==> src/rtl/dec_pkg.sv <==
// Shared mode and scan-state encodings for the dec_scan decoder.
package dec_pkg;

  typedef enum logic [1:0] {
    MODE_DIRECT = 2'b00,
    MODE_PULSE  = 2'b01,
    MODE_SCAN   = 2'b10,
    MODE_OFF    = 2'b11
  } mode_e;

  typedef enum logic {
    ST_IDLE = 1'b0,
    ST_RUN  = 1'b1
  } scan_state_e;

  // Enable rising edge as seen against the previous-cycle enable.
  function automatic logic en_rise(input logic cur, input logic prev);
    return cur & ~prev;
  endfunction

endpackage

==> src/rtl/dec_tick_gen.sv <==
// Free-running prescaler: tick marks the last cycle of every PRESCALE-cycle window.
module dec_tick_gen
  import dec_pkg::*;
#(
  parameter int PRESCALE = 4
) (
  input  logic i_clk,
  input  logic i_rstn,
  input  logic clear,
  output logic tick
);

  localparam int CW = (PRESCALE > 1) ? $clog2(PRESCALE) : 1;
  localparam logic [CW-1:0] LAST = CW'(PRESCALE - 1);

  generate
    if (PRESCALE < 1) begin : g_bad_prescale
      $error("dec_tick_gen: PRESCALE must be >= 1");
    end
  endgenerate

  logic [CW-1:0] cnt_r;

  // Window counter, restarted whenever the owner is not actively scanning.
  always_ff @(posedge i_clk) begin
    if (!i_rstn) begin
      cnt_r <= '0;
    end else if (clear || (cnt_r == LAST)) begin
      cnt_r <= '0;
    end else begin
      cnt_r <= cnt_r + CW'(1'b1);
    end
  end

  assign tick = !clear && (cnt_r == LAST);

endmodule

==> src/rtl/dec_scan.sv <==
// One-hot decoder with direct, single-pulse and auto-scan modes; all outputs registered.
module dec_scan
  import dec_pkg::*;
#(
  parameter  int N_SEL    = 2,
  parameter  int PRESCALE = 4,
  localparam int W        = 2 ** N_SEL
) (
  input  logic             i_clk,
  input  logic             i_rstn,
  input  logic             i_en,
  input  logic [1:0]       i_mode,
  input  logic [N_SEL-1:0] i_in,
  output logic [W-1:0]     o_out,
  output logic [N_SEL-1:0] o_idx,
  output logic             o_wrap
);

  generate
    if ((N_SEL < 1) || (N_SEL > 6)) begin : g_bad_nsel
      $error("dec_scan: N_SEL must be in 1..6");
    end
  endgenerate

  mode_e            mode_s;
  scan_state_e      state_r;
  logic             prev_en_r;
  logic             scan_go_s;
  logic             clear_s;
  logic             tick_s;
  logic             wrap_s;
  logic [N_SEL-1:0] scan_idx_r;
  logic [N_SEL-1:0] scan_next_s;
  logic [W-1:0]     out_r;
  logic [N_SEL-1:0] idx_r;
  logic             wrap_r;

  dec_tick_gen #(.PRESCALE(PRESCALE)) u_tick (
    .i_clk  (i_clk),
    .i_rstn (i_rstn),
    .clear  (clear_s),
    .tick   (tick_s)
  );

  // Scan stepping: a fresh scan shows i_in, a running scan advances on each tick.
  always_comb begin
    mode_s    = mode_e'(i_mode);
    scan_go_s = i_en && (mode_s == MODE_SCAN);
    clear_s   = !(scan_go_s && (state_r == ST_RUN));
    if (state_r == ST_RUN) begin
      if (tick_s) begin
        scan_next_s = scan_idx_r + N_SEL'(1'b1);
      end else begin
        scan_next_s = scan_idx_r;
      end
    end else begin
      scan_next_s = i_in;
    end
    wrap_s = (state_r == ST_RUN) && tick_s && (scan_idx_r == {N_SEL{1'b1}});
  end

  // Scan FSM plus registered decode; outputs default to zero so no mode leaves a residue.
  always_ff @(posedge i_clk) begin
    if (!i_rstn) begin
      state_r    <= ST_IDLE;
      scan_idx_r <= '0;
      prev_en_r  <= 1'b0;
      out_r      <= '0;
      idx_r      <= '0;
      wrap_r     <= 1'b0;
    end else begin
      prev_en_r <= i_en;
      out_r     <= '0;
      idx_r     <= '0;
      wrap_r    <= 1'b0;

      case (state_r)
        ST_IDLE: begin
          if (scan_go_s) begin
            state_r    <= ST_RUN;
            scan_idx_r <= i_in;
          end else begin
            scan_idx_r <= '0;
          end
        end
        ST_RUN: begin
          if (scan_go_s) begin
            scan_idx_r <= scan_next_s;
          end else begin
            state_r    <= ST_IDLE;
            scan_idx_r <= '0;
          end
        end
        default: begin
          state_r    <= ST_IDLE;
          scan_idx_r <= '0;
        end
      endcase

      case (mode_s)
        MODE_DIRECT: begin
          if (i_en) begin
            out_r <= W'(1'b1) << i_in;
            idx_r <= i_in;
          end
        end
        MODE_PULSE: begin
          if (en_rise(i_en, prev_en_r)) begin
            out_r <= W'(1'b1) << i_in;
            idx_r <= i_in;
          end
        end
        MODE_SCAN: begin
          if (scan_go_s) begin
            out_r  <= W'(1'b1) << scan_next_s;
            idx_r  <= scan_next_s;
            wrap_r <= wrap_s;
          end
        end
        MODE_OFF: begin
          out_r <= '0;
        end
        default: begin
          out_r <= '0;
        end
      endcase
    end
  end

  assign o_out  = out_r;
  assign o_idx  = idx_r;
  assign o_wrap = wrap_r;

endmodule

==> config.mk <==
export PLATFORM = sky130hd
export DESIGN_NAME = dec_scan
export DESIGN_NICKNAME = d
export VERILOG_FILES = /design/src/rtl/dec_pkg.sv /design/src/rtl/dec_tick_gen.sv /design/src/rtl/dec_scan.sv
export SDC_FILE = /design/constraint.sdc
export NUM_CORES = 1
export LEC_CHECK = 0
export ABC_CLOCK_PERIOD_IN_PS = 2009
export BUFFER_PORTS_ARGS = -buffer_cell sky130_fd_sc_hd__buf_2
export CORE_UTILIZATION = 30
export CTS_BUF_LIST = sky130_fd_sc_hd__clkbuf_8
export DETAILED_ROUTE_END_ITERATION = 12
export PLACE_DENSITY = 0.6
export SYNTH_ARGS = -nofsm -noshare
export SYNTH_HDL_FRONTEND = slang
export SYNTH_HIERARCHICAL = 1
export SYNTH_SLANG_ARGS = --single-unit
==> constraint.sdc <==
create_clock -name i_clk -period 2.01 [get_ports i_clk]
set_clock_uncertainty 0.05 [all_clocks]
set_input_delay 0.5025 -clock i_clk [delete_from_list [all_inputs] [get_ports i_clk]]
set_output_delay 0.5025 -clock i_clk [all_outputs]
set_load 0.02 [all_outputs]
Yosys cells after proc, flatten, opt, wreduce, memory -nomap -nowiden
Index checks and enable logic that the tools add are counted.
{"block": "word_totals", "reg_bits": 13, "latchBits": 0, "ramBits": 0, "mem_bits_ro": 0, "in_bits": 7, "out_inout_bits": 7, "elab_cells": 43, "mem_count": 0}
{"block": "classes", "add_sub_neg": 2, "mul": 0, "n_div": 0, "order_cmp": 0, "eq_ne": 5, "n_shift": 2, "muxes": 13, "bitwise_logic": 4, "n_reduce_logical": 10}
{"cell": "one-hot mux 4 bit (4 select lines)", "n": 1}
{"cell": "two-way mux 2 bit", "n": 6}
{"cell": "two-way mux 4 bit", "n": 3}
{"cell": "== test 2 bit, second input constant", "n": 4}
{"cell": "<< shifter 1 x 2 -> 4 bit, first input constant", "n": 2}
{"cell": "one-hot mux 2 bit (3 select lines)", "n": 1}
{"cell": "logical AND 1 bit", "n": 5}
{"cell": "adder 2 x 1 -> 2 bit, second input constant", "n": 2}
{"cell": "one-hot mux 2 bit (2 select lines)", "n": 1}
{"cell": "inverter 1 bit", "n": 3}
{"cell": "AND reduction 3 bit", "n": 1}
{"cell": "== test 2 x 1 -> 1 bit, second input constant", "n": 1}
{"cell": "zero test 2 bit", "n": 1}
{"cell": "OR reduction 2 bit", "n": 1}
{"cell": "AND 1 bit", "n": 1}
{"cell": "zero test 1 bit", "n": 1}
{"cell": "logical OR 1 bit", "n": 1}
{"cell": "two-way mux 1 bit", "n": 1}

Longest topological paths before layout
{"block": "logic_depth", "ltp_word": 9, "ltp_mapped": 8}

By module
The synthesis kept the hierarchy.
{"mod": "dec_scan", "instances": 1, "cells_each": 50, "area_each_um2": 459.2}
{"mod": "dec_tick_gen", "instances": 1, "cells_each": 6, "area_each_um2": 88.8}

Least setup slack after synthesis
OpenSTA, ideal clock, no wires.
{"block": "synth_path", "path_type": "input -> register", "from": "input i_mode[1]", "to": "register out_r[1] (netlist: o_out[1])", "setup_ns": 0.066, "arrival_time_ns": 1.809, "setup_slack_ns": 0.086, "cell_stages": 8, "n_path_buf": 0, "cell_sequence": "nand2_1 nor2_1 nand2_1 and2b_2 xnor2_1 a2111oi_2 a32oi_1 nor2b_1"}
{"block": "synth_between", "elab_chain_len": 9}
{"item": "start: declaration", "line_no": "dec_scan.sv:12", "source": "input logic [1:0] i_mode,"}
{"item": "== test 2 bit", "line_no": "dec_scan.sv:48", "source": "scan_go_s = i_en && (mode_s == MODE_SCAN);"}
{"item": "logical AND 1 bit", "line_no": "dec_scan.sv:48"}
{"item": "logical AND 1 bit", "line_no": "dec_scan.sv:49", "source": "clear_s = !(scan_go_s && (state_r == ST_RUN));"}
{"item": "logical AND 1 bit", "line_no": "dec_tick_gen.sv:35", "source": "assign tick = !clear && (cnt_r == LAST);"}
{"item": "named net tick_s", "line_no": "dec_scan.sv:30", "source": "logic tick_s;"}
{"item": "two-way mux 2 bit", "line_no": "dec_scan.sv:51", "source": "if (tick_s) begin"}
{"item": "two-way mux 2 bit", "line_no": "dec_scan.sv:50", "source": "if (state_r == ST_RUN) begin"}
{"item": "<< shifter 1 x 2 -> 4 bit", "line_no": "dec_scan.sv:115", "source": "out_r <= W'(1'b1) << scan_next_s;"}
{"item": "two-way mux 4 bit", "line_no": "dec_scan.sv:114", "source": "if (scan_go_s) begin"}
{"item": "one-hot mux 4 bit (4 select lines)", "line_no": "dec_scan.sv:100", "source": "case (mode_s)"}
{"item": "end signal: assignment", "line_no": "dec_scan.sv:103", "source": "out_r <= W'(1'b1) << i_in;"}
{"item": "end signal: assignment", "line_no": "dec_scan.sv:109", "source": "out_r <= W'(1'b1) << i_in;"}
{"item": "end signal: assignment", "line_no": "dec_scan.sv:115"}
{"item": "end: declaration", "line_no": "dec_scan.sv:34", "source": "logic [W-1:0] out_r;"}
The timed path passes the listed nets, and every way through them passes these cells.
A chain may end at the register's enable or synchronous reset.

Worst setup path in the final report
{"block": "layout_path", "from": "input i_en", "to": "register out_r[1] (netlist: o_out[1])"}
{"block": "layout_between", "elab_chain_len": 8}
{"item": "start: declaration", "line_no": "dec_scan.sv:11", "source": "input logic i_en,"}
{"item": "logical AND 1 bit", "line_no": "dec_scan.sv:48"}
{"item": "logical AND 1 bit", "line_no": "dec_scan.sv:49"}
{"item": "logical AND 1 bit", "line_no": "dec_tick_gen.sv:35"}
{"item": "named net tick_s", "line_no": "dec_scan.sv:30"}
{"item": "two-way mux 2 bit", "line_no": "dec_scan.sv:51"}
{"item": "two-way mux 2 bit", "line_no": "dec_scan.sv:50"}
{"item": "<< shifter 1 x 2 -> 4 bit", "line_no": "dec_scan.sv:115"}
{"item": "two-way mux 4 bit", "line_no": "dec_scan.sv:114"}
{"item": "one-hot mux 4 bit (4 select lines)", "line_no": "dec_scan.sv:100"}
The timed path passes the listed nets, and every way through them passes these cells.

==> out/metrics.cfg <==
[layout]
final_cell_area_um2=734
final_util_pct=42.5
syn_to_final_growth_pct=34.0
final_cells=102
layout_common_cells=13 x buf_2, 13 x dfxtp_1, 9 x nor2_1
nets=87
layout-drive-gt1-share_pct=35.1
antenna_cells=0

[min_path]
hold-path-endpoint=u_tick/cnt_r[0]$_SDFF_PP0_
hold_depth=1
holdCritPathClass=reg -> reg
hp-start=u_tick/cnt_r[0]$_SDFF_PP0_

[power_and_ir_drop]
peakVddDrop_mv=0.480
power.density_nw_per_um2=746
p_leak_nw=0.336

[critical_path]
worstSetupPathType=in -> reg
cpPeakStageDelay_ns=0.42
worst-path-buf-inv=1
end_kind=flop
cp-start-kind=primary input
r2r_end=o_out[1]$_SDFF_PN0_
crit_required_ns=2.13
crit_chain=buf_2, nand2_1, nor2_1, nand2_1, and2b_2, xnor2_1, a2111oi_4, a32oi_1, nor2b_1
path_common_cell=nand2_1
slowest_stage=a2111oi_4
arrival_ns=1.92
critical_path.top_delay_family=simple AND/OR/NAND/NOR gates
r2r-start=state_r$_SDFF_PN0_
ff2ff_setup_slack_ns=0.24
r2r_cells=6
critPathMaxFanout=3

[run_status]
status=completed

[synth]
synth.largest_area_cell=dfxtp_1
synth.cell_area_um2=548
avgSynthCellArea_um2=9.79
yosys.cell_types.count=23
yosysTopAreaCellShare_pct=47.5
syn_inst=56
synth_seq_area_share_pct=47.5
synth_area_leaders=dfxtp_1 47%, nor2_1 6.2%, a32oi_1 4.8%
yosysWarnings=6
synth_nets=65
synth_seq_cells=13

[sta]
finalSetupViolCount=0
setup_ws_ns=0.213
finalCritPeriodShare_pct=89.4
finalCriticalPeriod_ns=1.80
hold_viol_final=0
fmax_mhz=556
finalSetupTns_ns=0
rsz0062_at_grt=no
finalMaxSlewViolations=0
tightest_slew_ns=0.436
max_slew_margin_pct=70.9

[routing]
drtIter0Drc=5
drt_pre_antenna_iters=4
viasPerCell=4.54
drc=0
wl_met3_um=54
routed-wl-met2_um=471
ant_nets=0
routed.top_layer=met3
drt-met1-wl_um=505
via_count=463
drt-total-wl_mm=1.03
wl_per_cell_um=10.1

[clock_network]
cts.sinks=13
cts_tree=yes
cts.repair.resized=0
clk_latency_ns=0.24
cts-buffers-inserted=3
htree_num_levels=1
post_cts_buffers=0
cts_buffer_depth=2
cts_root_buffer=clkbuf_8
postCtsHoldBufs=0
cts.clk_slew.worst_paths_ns=0.05

[placed_design]
dp_cells=98
io_buffers=13
placed_cell_area_um2=677
dp_hpwl_um=775
post-place-ws_ns=-0.100
gp_congestion=0.706

[global_route]
grt_pass1_vias=388
grt_max_degree=10
grt_use_total_pct=12.0
grt_pass1_wl_mm=1.70
antenna_found_initial=0
grt_remaining_overflow=0

[floorplanning]
row_count=15
core_um2=1730
start_util_pct=31.7
dieArea_um2=2000
io_pins=14
chipWidth_um=44.7
die_h_um=44.7

[flow_run]
maxCapViolCount=0

area by class of cell:
cell class | instances | area, um^2
Fill cell | 182 | 992
Multi-Input combinational cell | 39 | 284
Sequential cell | 13 | 260
Timing Repair Buffer | 18 | 103
Clock buffer | 3 | 41.3
Tap cell | 25 | 31.3
Inverter | 3 | 11.3
Clock inverter | 1 | 3.75
state kept, by name, indices dropped and copies added (netlist names):
name	flops
scan_idx_r	2
state_r	1
prev_en_r	1
u_tick/cnt_r	2
o_wrap	1
o_out	4
o_idx	2
report_power, final:
part	internal [mW]	switching, mW	total [mW]
sequential	0.264	0.00288	0.267
clock	0.135	0.0894	0.224
combinational	0.0249	0.0317	0.0566
stage by stage:
stage / hold WS, ns / total power [mW]
after global placement: 0.377 / 0.326
final: 0.389 / 0.548
after global routing: 0.409 / 0.573
after CTS: 0.396 / 0.553
after detailed placement: 0.386 / 0.326
after floorplan: 0.371 / 0.301
synth_stat cells, drive strengths merged:
cell type,number
and2,1
ha,2
a2bb2oi,1
nor2,9
a32oi,3
a21o,2
mux2i,1
a211oi,1
dfxtp,13
buf,1
and4bb,1
xnor2,1
nand2,5
a2111oi,1
inv,3
and2b,1
nor2b,3
a21boi,1
nor4b,1
a21oi,2
nand3,2
nand3b,1
per-layer routing:
layer	vias to the layer above	GRT usage (%)
li1	239	-
met3	0	7.20
met4	0	3.64
met2	14	15.9
met5	-	0
met1	210	16.1
worst max-delay path by stage:
stage                             startpoint                  end  slack, ns  depth (start not counted)
after detailed placement                i_en  o_out[1]$_SDFF_PN0_      -0.10                          9
after CTS                               i_en  o_out[1]$_SDFF_PN0_       0.14                          9
after floorplan                    i_mode[1]  o_out[1]$_SDFF_PN0_       0.09                          8
after global placement                  i_en  o_out[1]$_SDFF_PN0_      -0.02                          9
after global routing      state_r$_SDFF_PN0_  o_out[3]$_SDFF_PN0_       0.05                          6
final                                   i_en  o_out[1]$_SDFF_PN0_       0.21                          9
logic make-up after synthesis:
family	after synthesis	share of synthesized area [%]
XOR/XNOR	1	1.60
buffers and inverters	4	2.97
flip-flops	13	47.5
AND/OR/NAND/NOR	24	24.0
multiplexers	1	1.83
adder cells (fa/ha/maj)	2	4.57
AO/OA/AOI/OAI	11	17.6
No activity file was read; power rests on OpenSTA's default activity.
